$ cat src/rtl/alu_seq_pkg.sv
// ---------------------------------------------------------------------------
// alu_seq_pkg
// Shared encodings for the 6502 ALU front-end sequencer:
//   - ALU control codes of the shared 8-bit combinational ALU
//   - request op codes accepted on the req_* handshake
//   - sequencer FSM states
//   - {N,V,Z,C} flag bit positions and flag-mask constants
//   - operand / carry selector enums and the decoded-op struct
// ---------------------------------------------------------------------------
package alu_seq_pkg;

  typedef enum logic [2:0] {
    ALU_ADD = 3'b000,
    ALU_SR  = 3'b001,
    ALU_AND = 3'b010,
    ALU_OR  = 3'b011,
    ALU_XOR = 3'b100
  } alu_op_e;

  // Request op codes; 13..15 are undefined and reported as illegal.
  typedef enum logic [3:0] {
    OP_ADC = 4'd0,
    OP_SBC = 4'd1,
    OP_CMP = 4'd2,
    OP_AND = 4'd3,
    OP_ORA = 4'd4,
    OP_EOR = 4'd5,
    OP_BIT = 4'd6,
    OP_ASL = 4'd7,
    OP_LSR = 4'd8,
    OP_ROL = 4'd9,
    OP_ROR = 4'd10,
    OP_INC = 4'd11,
    OP_DEC = 4'd12
  } req_op_e;

  typedef enum logic [2:0] {
    S_IDLE   = 3'd0,
    S_EXEC   = 3'd1,
    S_FIX_LO = 3'd2,
    S_FIX_HI = 3'd3,
    S_RESP   = 3'd4
  } state_e;

  localparam int FLAG_N = 3;
  localparam int FLAG_V = 2;
  localparam int FLAG_Z = 1;
  localparam int FLAG_C = 0;

  localparam logic [3:0] MASK_NVZC = 4'b1111;
  localparam logic [3:0] MASK_NZC  = 4'b1011;
  localparam logic [3:0] MASK_NZ   = 4'b1010;
  localparam logic [3:0] MASK_NVZ  = 4'b1110;
  localparam logic [3:0] MASK_NONE = 4'b0000;

  // Source of the ALU B operand during the EXEC pass.
  typedef enum logic [2:0] {
    BI_B,
    BI_NOT_B,
    BI_A,
    BI_ZERO,
    BI_ONE,
    BI_FF
  } bi_sel_e;

  // Source of the ALU carry-in during the EXEC pass.
  typedef enum logic [1:0] {
    CIN_ZERO,
    CIN_ONE,
    CIN_CARRY
  } cin_sel_e;

  typedef struct packed {
    alu_op_e    alu_op;
    bi_sel_e    bi_sel;
    cin_sel_e   cin_sel;
    logic [3:0] flag_mask;
    logic       write;
    logic       illegal;
  } decode_t;

endpackage

$ cat src/rtl/alu_sequencer_if.sv
// ---------------------------------------------------------------------------
// alu_sequencer_if
// Bundles the request handshake, response handshake and the ALU drive/return
// bus of the sequencer.
//   slave  : the sequencer's view (accepts requests, drives the ALU)
//   master : the environment's view (decode/execute + the ALU itself)
// ---------------------------------------------------------------------------
interface alu_sequencer_if;
  import alu_seq_pkg::*;

  // request handshake
  logic       req_valid;
  logic       req_ready;
  logic [3:0] req_op;
  logic [7:0] req_a;
  logic [7:0] req_b;
  logic       req_carry;
  logic       req_decimal;

  // response handshake
  logic       rsp_valid;
  logic       rsp_ready;
  logic [7:0] rsp_result;
  logic [3:0] rsp_flags;
  logic [3:0] rsp_flag_mask;
  logic       rsp_write;
  logic       rsp_illegal;

  // ALU bus
  logic [2:0] alu_control;
  logic [7:0] alu_AI;
  logic [7:0] alu_BI;
  logic       alu_carry_in;
  logic [7:0] alu_Y;
  logic       alu_carry_out;
  logic       alu_overflow;

  modport slave (
    input  req_valid, req_op, req_a, req_b, req_carry, req_decimal,
    output req_ready,
    output rsp_valid, rsp_result, rsp_flags, rsp_flag_mask, rsp_write, rsp_illegal,
    input  rsp_ready,
    output alu_control, alu_AI, alu_BI, alu_carry_in,
    input  alu_Y, alu_carry_out, alu_overflow
  );

  modport master (
    output req_valid, req_op, req_a, req_b, req_carry, req_decimal,
    input  req_ready,
    input  rsp_valid, rsp_result, rsp_flags, rsp_flag_mask, rsp_write, rsp_illegal,
    output rsp_ready,
    input  alu_control, alu_AI, alu_BI, alu_carry_in,
    output alu_Y, alu_carry_out, alu_overflow
  );

endinterface

$ cat src/rtl/alu_seq_decode.sv
// ---------------------------------------------------------------------------
// alu_seq_decode
// Combinational op decoder: maps a request op code to the ALU operation,
// B-operand source, carry-in source, flag mask and write-back enable.
//   op_i  : request op code
//   dec_o : decoded control bundle
// ---------------------------------------------------------------------------
module alu_seq_decode
  import alu_seq_pkg::*;
(
  input  logic [3:0] op_i,
  output decode_t    dec_o
);

  always_comb begin
    // NOTE: the output gets a full default before the case so every path
    // assigns it; otherwise synthesis infers a latch.
    dec_o = '{ALU_ADD, BI_ZERO, CIN_ZERO, MASK_NONE, 1'b0, 1'b1};
    case (op_i)
      OP_ADC:  dec_o = '{ALU_ADD, BI_B,     CIN_CARRY, MASK_NVZC, 1'b1, 1'b0};
      OP_SBC:  dec_o = '{ALU_ADD, BI_NOT_B, CIN_CARRY, MASK_NVZC, 1'b1, 1'b0};
      OP_CMP:  dec_o = '{ALU_ADD, BI_NOT_B, CIN_ONE,   MASK_NZC,  1'b0, 1'b0};
      OP_AND:  dec_o = '{ALU_AND, BI_B,     CIN_ZERO,  MASK_NZ,   1'b1, 1'b0};
      OP_ORA:  dec_o = '{ALU_OR,  BI_B,     CIN_ZERO,  MASK_NZ,   1'b1, 1'b0};
      OP_EOR:  dec_o = '{ALU_XOR, BI_B,     CIN_ZERO,  MASK_NZ,   1'b1, 1'b0};
      OP_BIT:  dec_o = '{ALU_AND, BI_B,     CIN_ZERO,  MASK_NVZ,  1'b0, 1'b0};
      // Left shifts are a + a; ROL feeds the old carry into bit 0.
      OP_ASL:  dec_o = '{ALU_ADD, BI_A,     CIN_ZERO,  MASK_NZC,  1'b1, 1'b0};
      OP_ROL:  dec_o = '{ALU_ADD, BI_A,     CIN_CARRY, MASK_NZC,  1'b1, 1'b0};
      // Right shifts: the ALU shifts carry_in into bit 7.
      OP_LSR:  dec_o = '{ALU_SR,  BI_ZERO,  CIN_ZERO,  MASK_NZC,  1'b1, 1'b0};
      OP_ROR:  dec_o = '{ALU_SR,  BI_ZERO,  CIN_CARRY, MASK_NZC,  1'b1, 1'b0};
      OP_INC:  dec_o = '{ALU_ADD, BI_ONE,   CIN_ZERO,  MASK_NZ,   1'b1, 1'b0};
      OP_DEC:  dec_o = '{ALU_ADD, BI_FF,    CIN_ZERO,  MASK_NZ,   1'b1, 1'b0};
      default: dec_o = '{ALU_ADD, BI_ZERO,  CIN_ZERO,  MASK_NONE, 1'b0, 1'b1};
    endcase
  end

endmodule

$ cat src/rtl/alu_sequencer.sv
// ---------------------------------------------------------------------------
// alu_sequencer
// Front-end controller for the shared 8-bit 6502 ALU. Accepts one request at
// a time, drives the ALU for one pass (binary) or three passes (BCD ADC/SBC),
// computes {N,V,Z,C} and returns the result over a valid/ready handshake.
//   clk   : system clock
//   reset : synchronous, active-high reset; aborts any operation in flight
//   bus   : request / response handshakes and the ALU bus (slave view)
// Parameter DECIMAL_EN: 1 enables BCD correction; 0 ignores req_decimal.
// ---------------------------------------------------------------------------
module alu_sequencer
  import alu_seq_pkg::*;
#(
  parameter bit DECIMAL_EN = 1'b1
) (
  input logic            clk,
  input logic            reset,
  alu_sequencer_if.slave bus
);

  state_e     state_q, state_d;
  logic [3:0] op_q;
  logic [7:0] a_q, b_q;
  logic       carry_q;      // C flag captured with the request
  logic       decimal_q;    // D flag captured with the request (gated)
  logic [7:0] bin_q;        // binary result of the EXEC pass
  logic       bc_q;         // binary carry of the EXEC pass
  logic       bv_q;         // binary overflow of the EXEC pass
  logic [7:0] work_q;       // running result through the BCD fix passes
  logic       dcarry_q;     // decimal-mode C flag

  decode_t    dec;
  logic [7:0] bi_val;
  logic       cin_val;
  logic       is_adc, is_sbc, is_bit, decimal_op;
  logic       half_carry, lo_fix, hi_fix;
  logic [7:0] lo_add, hi_add;
  logic [3:0] raw_flags;

  alu_seq_decode u_decode (
    .op_i  (op_q),
    .dec_o (dec)
  );

  assign is_adc     = (op_q == OP_ADC);
  assign is_sbc     = (op_q == OP_SBC);
  assign is_bit     = (op_q == OP_BIT);
  assign decimal_op = decimal_q & (is_adc | is_sbc);

  always_comb begin
    bi_val = 8'h00;
    case (dec.bi_sel)
      BI_B:     bi_val = b_q;
      BI_NOT_B: bi_val = ~b_q;
      BI_A:     bi_val = a_q;
      BI_ONE:   bi_val = 8'h01;
      BI_FF:    bi_val = 8'hFF;
      default:  bi_val = 8'h00;
    endcase
  end

  always_comb begin
    cin_val = 1'b0;
    case (dec.cin_sel)
      CIN_ONE:   cin_val = 1'b1;
      CIN_CARRY: cin_val = carry_q;
      default:   cin_val = 1'b0;
    endcase
  end

  // Carry into bit 4 of the EXEC add, using the B operand the ALU actually
  // saw (b for ADC, ~b for SBC). bi_val is stable for the whole operation.
  assign half_carry = a_q[4] ^ bi_val[4] ^ bin_q[4];

  // ADC adds +6/+0x60 on a nibble overflow; SBC subtracts 6/0x60 (as +0xFA /
  // +0xA0) on a nibble borrow. A zero addend keeps the pass count fixed.
  assign lo_fix = is_adc ? ((bin_q[3:0] > 4'd9) | half_carry) : ~half_carry;
  assign hi_fix = is_adc ? ((work_q > 8'h99) | bc_q) : ~bc_q;
  assign lo_add = !lo_fix ? 8'h00 : (is_adc ? 8'h06 : 8'hFA);
  assign hi_add = !hi_fix ? 8'h00 : (is_adc ? 8'h60 : 8'hA0);

  // Next state, handshake and ALU drive.
  always_comb begin
    state_d          = state_q;
    bus.req_ready    = 1'b0;
    bus.rsp_valid    = 1'b0;
    bus.alu_control  = ALU_ADD;
    bus.alu_AI       = 8'h00;
    bus.alu_BI       = 8'h00;
    bus.alu_carry_in = 1'b0;
    case (state_q)
      S_IDLE: begin
        bus.req_ready = 1'b1;
        if (bus.req_valid) state_d = S_EXEC;
      end
      S_EXEC: begin
        bus.alu_control  = dec.alu_op;
        bus.alu_AI       = a_q;
        bus.alu_BI       = bi_val;
        bus.alu_carry_in = cin_val;
        state_d          = decimal_op ? S_FIX_LO : S_RESP;
      end
      S_FIX_LO: begin
        bus.alu_AI = bin_q;
        bus.alu_BI = lo_add;
        state_d    = S_FIX_HI;
      end
      S_FIX_HI: begin
        bus.alu_AI = work_q;
        bus.alu_BI = hi_add;
        state_d    = S_RESP;
      end
      S_RESP: begin
        bus.rsp_valid = 1'b1;
        if (bus.rsp_ready) state_d = S_IDLE;
      end
      default: state_d = S_IDLE;
    endcase
  end

  // NOTE: registers use non-blocking assignments so every flop samples the
  // pre-edge values, independent of statement order.
  always_ff @(posedge clk) begin
    if (reset) begin
      state_q   <= S_IDLE;
      op_q      <= 4'd0;
      a_q       <= 8'h00;
      b_q       <= 8'h00;
      carry_q   <= 1'b0;
      decimal_q <= 1'b0;
      bin_q     <= 8'h00;
      bc_q      <= 1'b0;
      bv_q      <= 1'b0;
      work_q    <= 8'h00;
      dcarry_q  <= 1'b0;
    end else begin
      state_q <= state_d;
      case (state_q)
        S_IDLE: begin
          if (bus.req_valid) begin
            op_q      <= bus.req_op;
            a_q       <= bus.req_a;
            b_q       <= bus.req_b;
            carry_q   <= bus.req_carry;
            decimal_q <= bus.req_decimal & DECIMAL_EN;
          end
        end
        S_EXEC: begin
          bin_q  <= bus.alu_Y;
          bc_q   <= bus.alu_carry_out;
          bv_q   <= bus.alu_overflow;
          work_q <= bus.alu_Y;
        end
        S_FIX_LO: work_q <= bus.alu_Y;
        S_FIX_HI: begin
          work_q   <= bus.alu_Y;
          dcarry_q <= is_adc ? hi_fix : bc_q;
        end
        default: ;
      endcase
    end
  end

  // Flags before masking. N and Z come from the binary result even in decimal
  // mode (NMOS behaviour); BIT takes N/V straight from the memory operand.
  always_comb begin
    raw_flags         = 4'b0000;
    raw_flags[FLAG_N] = is_bit ? b_q[7] : bin_q[7];
    raw_flags[FLAG_V] = is_bit ? b_q[6] : bv_q;
    raw_flags[FLAG_Z] = (bin_q == 8'h00);
    raw_flags[FLAG_C] = decimal_op ? dcarry_q : bc_q;
  end

  // Response fields are only driven while a response is offered, and are
  // purely a function of registers, so they hold until the handshake.
  always_comb begin
    bus.rsp_result    = 8'h00;
    bus.rsp_flags     = 4'b0000;
    bus.rsp_flag_mask = 4'b0000;
    bus.rsp_write     = 1'b0;
    bus.rsp_illegal   = 1'b0;
    if (state_q == S_RESP) begin
      bus.rsp_result    = dec.illegal ? a_q : work_q;
      bus.rsp_flags     = raw_flags & dec.flag_mask;
      bus.rsp_flag_mask = dec.flag_mask;
      bus.rsp_write     = dec.write;
      bus.rsp_illegal   = dec.illegal;
    end
  end

endmodule

$ cat src/flat_wrapper.sv
// flat-port wrapper written by rule: the top's interface ports become plain ports
module alu_sequencer_flat import alu_seq_pkg::*;
#(
  parameter bit DECIMAL_EN = 1'b1
)
  (clk, reset, bus_req_valid, bus_req_op, bus_req_a, bus_req_b, bus_req_carry, bus_req_decimal, bus_req_ready, bus_rsp_valid, bus_rsp_result, bus_rsp_flags, bus_rsp_flag_mask, bus_rsp_write, bus_rsp_illegal, bus_rsp_ready, bus_alu_control, bus_alu_AI, bus_alu_BI, bus_alu_carry_in, bus_alu_Y, bus_alu_carry_out, bus_alu_overflow);
  alu_sequencer_if bus_i ();
  input logic clk;
  input logic reset;
  input wire logic [$bits(bus_i.req_valid)-1:0] bus_req_valid;
  input wire logic [$bits(bus_i.req_op)-1:0] bus_req_op;
  input wire logic [$bits(bus_i.req_a)-1:0] bus_req_a;
  input wire logic [$bits(bus_i.req_b)-1:0] bus_req_b;
  input wire logic [$bits(bus_i.req_carry)-1:0] bus_req_carry;
  input wire logic [$bits(bus_i.req_decimal)-1:0] bus_req_decimal;
  output wire logic [$bits(bus_i.req_ready)-1:0] bus_req_ready;
  output wire logic [$bits(bus_i.rsp_valid)-1:0] bus_rsp_valid;
  output wire logic [$bits(bus_i.rsp_result)-1:0] bus_rsp_result;
  output wire logic [$bits(bus_i.rsp_flags)-1:0] bus_rsp_flags;
  output wire logic [$bits(bus_i.rsp_flag_mask)-1:0] bus_rsp_flag_mask;
  output wire logic [$bits(bus_i.rsp_write)-1:0] bus_rsp_write;
  output wire logic [$bits(bus_i.rsp_illegal)-1:0] bus_rsp_illegal;
  input wire logic [$bits(bus_i.rsp_ready)-1:0] bus_rsp_ready;
  output wire logic [$bits(bus_i.alu_control)-1:0] bus_alu_control;
  output wire logic [$bits(bus_i.alu_AI)-1:0] bus_alu_AI;
  output wire logic [$bits(bus_i.alu_BI)-1:0] bus_alu_BI;
  output wire logic [$bits(bus_i.alu_carry_in)-1:0] bus_alu_carry_in;
  input wire logic [$bits(bus_i.alu_Y)-1:0] bus_alu_Y;
  input wire logic [$bits(bus_i.alu_carry_out)-1:0] bus_alu_carry_out;
  input wire logic [$bits(bus_i.alu_overflow)-1:0] bus_alu_overflow;
  assign bus_i.req_valid = bus_req_valid;
  assign bus_i.req_op = bus_req_op;
  assign bus_i.req_a = bus_req_a;
  assign bus_i.req_b = bus_req_b;
  assign bus_i.req_carry = bus_req_carry;
  assign bus_i.req_decimal = bus_req_decimal;
  assign bus_req_ready = bus_i.req_ready;
  assign bus_rsp_valid = bus_i.rsp_valid;
  assign bus_rsp_result = bus_i.rsp_result;
  assign bus_rsp_flags = bus_i.rsp_flags;
  assign bus_rsp_flag_mask = bus_i.rsp_flag_mask;
  assign bus_rsp_write = bus_i.rsp_write;
  assign bus_rsp_illegal = bus_i.rsp_illegal;
  assign bus_i.rsp_ready = bus_rsp_ready;
  assign bus_alu_control = bus_i.alu_control;
  assign bus_alu_AI = bus_i.alu_AI;
  assign bus_alu_BI = bus_i.alu_BI;
  assign bus_alu_carry_in = bus_i.alu_carry_in;
  assign bus_i.alu_Y = bus_alu_Y;
  assign bus_i.alu_carry_out = bus_alu_carry_out;
  assign bus_i.alu_overflow = bus_alu_overflow;
  alu_sequencer #(.DECIMAL_EN(DECIMAL_EN)) u_core (.clk(clk), .reset(reset), .bus(bus_i));
endmodule
$ cat config.mk
export PLATFORM = sky130hd
export DESIGN_NAME = alu_sequencer_flat
export DESIGN_NICKNAME = d
export VERILOG_FILES = /design/src/rtl/alu_seq_pkg.sv /design/src/rtl/alu_sequencer_if.sv /design/src/rtl/alu_seq_decode.sv /design/src/rtl/alu_sequencer.sv /design/src/flat_wrapper.sv
export SDC_FILE = /design/constraint.sdc
export NUM_CORES = 1
export LEC_CHECK = 0
export BUFFER_PORTS_ARGS = -buffer_cell sky130_fd_sc_hd__buf_2
export CAP_MARGIN = 30
export CORE_ASPECT_RATIO = 1.2
export CORE_MARGIN = 1
export CORE_UTILIZATION = 40
export CTS_CLUSTER_SIZE = 8
export DETAILED_ROUTE_END_ITERATION = 6
export MAX_ROUTING_LAYER = met4
export SKIP_LAST_GASP = 1
export SLEW_MARGIN = 15
export SYNTH_ARGS = -nofsm -noshare
export SYNTH_HDL_FRONTEND = slang
export SYNTH_HIERARCHICAL = 1
export SYNTH_SLANG_ARGS = --single-unit
$ cat constraint.sdc
create_clock -name clk -period 4.5 [get_ports clk]
set_input_delay 0.225 -clock clk [delete_from_list [all_inputs] [get_ports clk]]
set_output_delay 0.225 -clock clk [all_outputs]
set_load 0.005 [all_outputs]
======== Yosys cells after proc, flatten, opt, wreduce, memory -nomap -nowiden ========
Memory sizes are Yosys's and may differ from the RTL's. A register that Yosys moved wholly into a read port is not among the register bits.
Cells that the tools add are included.
storage, ports and cells
  input bits .............................. 36
  memories kept ........................... 1
  bits in read-only memories .............. 224
  register bits after elaboration ......... 44
  word-level logic and storage cells ...... 75
memories
  memory            depth  width  rd ports  clocked after memory_dff  write ports  RTL line              RTL
  (name not given)  16     14     1         1                         0            alu_seq_decode.sv:19  case (op_i)
operators by class
  magnitude comparators ................... 2
  muxes and demuxes ....................... 30
  bitwise operators ....................... 10
  reduce and logical (&&, ||, !) cells .... 7
  equal/unequal tests ..................... 14
operator list
  kind                  number
  $mux W8               6
  $pmux W8 S3           2
  $pmux W8 S5           1
  $mux W4               4
  $pmux W3 S5           1
  $mux W3               4
  $mux W1               11
  $eq A3 B2 Y1 const B  3
  $eq A3 B3 Y1 const B  3
  $gt A8 B8 Y1 const B  1
  $logic_not A8 Y1      1
  $not A8 Y8            1
  $eq A3 B1 Y1 const B  2
  $logic_not A3 Y1      2
  $and A4 B4 Y4         1
  $eq A4 B1 Y1 const B  1
  $eq A4 B3 Y1 const B  1
  $gt A4 B4 Y1 const B  1
  $logic_not A4 Y1      1
  $ne A2 B2 Y1 const B  2
  $reduce_and A2 Y1     2
  $or A1 B1 Y1          3
  $reduce_or A3 Y1      1
  $eq A2 B1 Y1 const B  1
  other kinds (5)       7

======== Longest topological paths before layout ========
  depth after elaboration ................. 8
  gate-level depth with buffers ........... 10
  gate-level depth less buffers ........... 9

======== Hierarchy ========
Netlist, hierarchy kept.
modules (own cells, without submodules)
  module          area each (µm²)  seq. area each (µm²)  times used  cells an instance
  alu_sequencer   2,544.9          880.8                 1           362
  alu_seq_decode  307.8            0.0                   1           39

======== Worst setup path before layout ========
Ideal clock, no wire load.
  path kind ............................... register -> output
  start ................................... register u_core.op_q[1]
  end ..................................... output port bus_alu_BI[3]
  buffers on the path ..................... 1
  data arrival time ....................... 2.134 ns
  cell stages (with the launch flop) ...... 10
  slack ................................... 2.141 ns
  data required time ...................... 4.275 ns
  cell sequence ........................... dfxtp_1 > ha_1 > nor3_1 > o2bb2ai_1 > buf_2 > nor2_1 > o22ai_1 > o22a_2 > mux2i_4 > o21ai_0
between the ends
  cells in the longest elaborated chain, start to end .. 4
  elaborated cells between the ends (all ways) .. 7
  classes of those cells .................. mux: 6; reduce/logical: 1
ends and longest elaborated chain
  item                             RTL line                                  RTL
  start, declared                  alu_sequencer.sv:22                       logic [3:0] op_q;
  start signal, assigned           alu_sequencer.sv:141                      op_q <= bus.req_op;
  $logic_not A4 Y1 *               alu_sequencer.sv:45                       assign is_adc = (op_q == OP_ADC);
  $mux W1 (tied with other cells)  alu_sequencer.sv:78                       assign hi_fix = is_adc ? ((work_q > 8'h99) | bc_q) : ~bc_q;
  $mux W8 (on tied branches)       alu_sequencer.sv:80, alu_sequencer.sv:79
  $pmux W8 S3 *                    alu_sequencer.sv:91                       case (state_q)
  end, declared                    flat_wrapper.sv:26                        output wire logic [$bits(bus_i.alu_BI)-1:0] bus_alu_BI;
Every way passes the cells marked *; elsewhere a longest branch is shown, timed or not.

======== Final worst setup path ========
  start ................................... register u_core.op_q[1]
  end ..................................... output port bus_alu_BI[4]
Same word-level chain as after synthesis.

==> flow_summary_export.csv <==
group,metric,value,unit
run_status,status,"complete, no violations",
cells_and_area,instances_no_fill,547,
detailed_routing,vias,2918,
detailed_routing,drt_iter0_drc,137,
logic_synthesis,yosysSeqAreaShare,30.9,%
cells_and_area,syn2layout_area_growth,17.2,%
logic_synthesis,synthesis.nets,447,
timing,worst_slew_pin_slew,0.914,ns
logic_synthesis,synth.distinct_cells,43,
min_path,hp-start,"bus_req_b[7]",
critical_path,crit_fanout,12,
timing,setup_violations,0,
run,maxCapViolations,0,
die,die_area,7470,um^2
die,fp.dieH,94.5,um
die,ioPinCount,76,
clock_network,cts_resized,0,
critical_path,required,4.28,ns
cells_and_area,n_fill_cell,743,
detailed_routing,drt.antenna.violating_nets,0,
clock_network,cts_hold_buffers,0,
grt,grt_pass1_wl,13000,um
placed_design,routabilityCongestion,0.890,
clock_network,clkSinkCount,44,
detailed_routing,drc,0,
critical_path,critPathLaunchType,"register",
logic_synthesis,synth_top_area_share,30.9,%
timing,fin_skew,0.0106,ns
critical_path,reg2reg_from,"u_core/state_q[2]$_SDFFE_PP0P_",
clock_network,tritoncts,"done",
placed_design,dp_worst_setup_slack,1.38,ns
clock_network,cts_buffers,5,
logic_synthesis,synth_area,2850,um^2
min_path,hold_path.class,"input pin to register",
die,core_area,6850,um^2
grt,grt_pass1_vias,2667,
critical_path,path_class,"register to primary output",
clock_network,clk_pin_slew,0.09,ns
logic_synthesis,synth_edf_count,0,
logic_synthesis,syn_inst,401,
timing,slew_violations,0,
timing,fmax,310,MHz
critical_path,endpoint,"bus_alu_BI[4]",
critical_path,crit_start,"u_core/op_q[1]$_SDFFE_PP0P_",
logic_synthesis,synth.avg_cell_area,7.11,um^2
min_path,min_path_cells,3,
timing,timing.slew.headroom,39.1,%
critical_path,r2r_cells,4,
die,start_util,41.6,%
detailed_routing,routed_wl,8210,um
timing,hold_viol,0,
timing,setup_tns,0,ns
die,rows,33,
clock_network,post_cts_buffers,0,
cells_and_area,antenna_cells,0,
detailed_routing,post_drt_wl_per_cell,15.0,um
logic_synthesis,yosys-top-cells-area,"dfxtp_1 (31%), nand2_1 (13%), a21oi_1 (11%)",
power_and_ir_drop,power_density,294,nW/um^2
detailed_routing,first_pass_iters,4,
clock_network,cts_buffer_depth,2,
grt,grt_usage,23.2,%
timing,rsz0062_at_grt,"false",
logic_synthesis,yosys-top-cells-count,"nand2_1 (100), a21oi_1 (60), dfxtp_1 (44)",
logic_synthesis,async_flop_share,0,%
grt,overflow,0,
placed_design,dp_hpwl,6150,um
timing,fin_crit_sh,71.6,%
logic_synthesis,yosysTopAreaCell,"dfxtp_1",
critical_path,cp.arrival,3.00,ns
grt,grt_max_degree,45,
placed_design,dp.cells,538,
critical_path,worstReg2RegEnd,"u_core/bc_q$_SDFFE_PP0P_",
placed_design,portBuffers,75,
logic_synthesis,ys_ff_latch,44,
timing,fin_ws,1.28,ns
clock_network,root_buffer,"clkbuf_8",
logic_synthesis,ys_warn_count,6,
die,die_w,79.1,um
timing,hold_ws,0.151,ns
detailed_routing,via_per_inst,5.33,
power_and_ir_drop,p_leak,1.41,nW
cells_and_area,drive_gt1_share,23.0,%
critical_path,rrSetupSlack,2.33,ns
logic_synthesis,yosysMostFrequentCell,"nand2_1",
cells_and_area,fin_util,48.8,%
cells_and_area,fin_nets,505,
grt,antenna_found_initial,0,
critical_path,critPathCaptureType,"primary output",
clock_network,clock_latency,0.30,ns
logic_synthesis,synth-main-ff-cell,"dfxtp_1",
timing,finalCriticalPeriod,3.22,ns
clock_network,htree_levels,2,
power_and_ir_drop,ir_drop,0.163,mV
flip-flops by register name, indices dropped and copies added (netlist names):
name              flops
u_core/bv_q           1
u_core/b_q            8
u_core/carry_q        1
u_core/dcarry_q       1
u_core/op_q           4
u_core/bin_q          8
u_core/state_q        3
u_core/decimal_q      1
u_core/work_q         8
u_core/bc_q           1
u_core/a_q            8
stage by stage:
step | area (um^2) | power [mW]
2_1_floorplan | 2850 | 0.614
3_3_place_gp | 3220 | 0.681
3_5_place_dp | 3230 | 0.686
4_1_cts | 3340 | 0.990
5_1_grt | 3340 | 1.04
6_report | 3340 | 0.983
worst max-delay path, stage by stage (launching register included):
cell and delay (ns):
dfxtp_1 0.56, ha_1 0.32, mux2i_1 0.12, nor2_1 0.50
nor2b_1 0.16, a21oi_1 0.15, o22a_2 0.22, mux2i_4 0.33
o21ai_0 0.17, buf_2 0.18
power by group:
group	total, mW	switching [mW]	internal, mW	leakage [nW]
combinational	0.229	0.131	0.0978	0.996
clock	0.304	0.139	0.165	0.0552
sequential	0.450	0.0373	0.413	0.360
total	0.983	0.308	0.676	1.41
final cells by class:
type / instances / area, um^2 / area share (%)
clock inverter: 2 / 35.0 / 1.05
timing repair buffer: 79 / 409 / 12.2
sequential: 44 / 881 / 26.3
clock buffer: 6 / 72.6 / 2.17
inverter: 16 / 62.6 / 1.87
multi-input combinational: 313 / 1770 / 53.1
tap: 87 / 109 / 3.26
placed cells by master (no fill, tap or decap), drive strengths merged, types with 8 or more instances in the layout:
master,count
a21oi,60
a22oi,8
and3,8
buf,78
dfxtp,44
ha,10
inv,16
mux2,9
mux2i,13
nand2,100
nor2,33
o21ai,13
how the worst min path moves through the flow:
stage / endpoint
floorplan: u_core/b_q[0]$_SDFFE_PP0P_
global placement: u_core/b_q[0]$_SDFFE_PP0P_
detailed placement: u_core/carry_q$_SDFFE_PP0P_
CTS: u_core/b_q[7]$_SDFFE_PP0P_
global route: u_core/b_q[7]$_SDFFE_PP0P_
finish: u_core/b_q[7]$_SDFFE_PP0P_
cell families (layout without fill, tap and decap cells):
logic type                 Yosys count  in the layout  synth area share, %
AOI/OAI and AO/OA                  101            101                 21.4
buffers and inverters               44            103                 6.93
and+or+nand+nor                    178            178                 27.1
xor gates and xnor gates             2              2                0.614
DFF                                 44             44                 30.9
muxes                               22             22                 8.68
adders and majority gates           10             10                 4.39
layer usage:
layer  track usage [%]  vias to the layer above  share of wire [%]
met5                 -                        -                  0
met4              5.91                        0                1.3
met3              3.48                       13                4.3
met2              39.7                       74                 51
met1              28.4                     1359                 43
li1                  -                     1472                  -
Note: power is estimated with default switching activity, not from simulation.
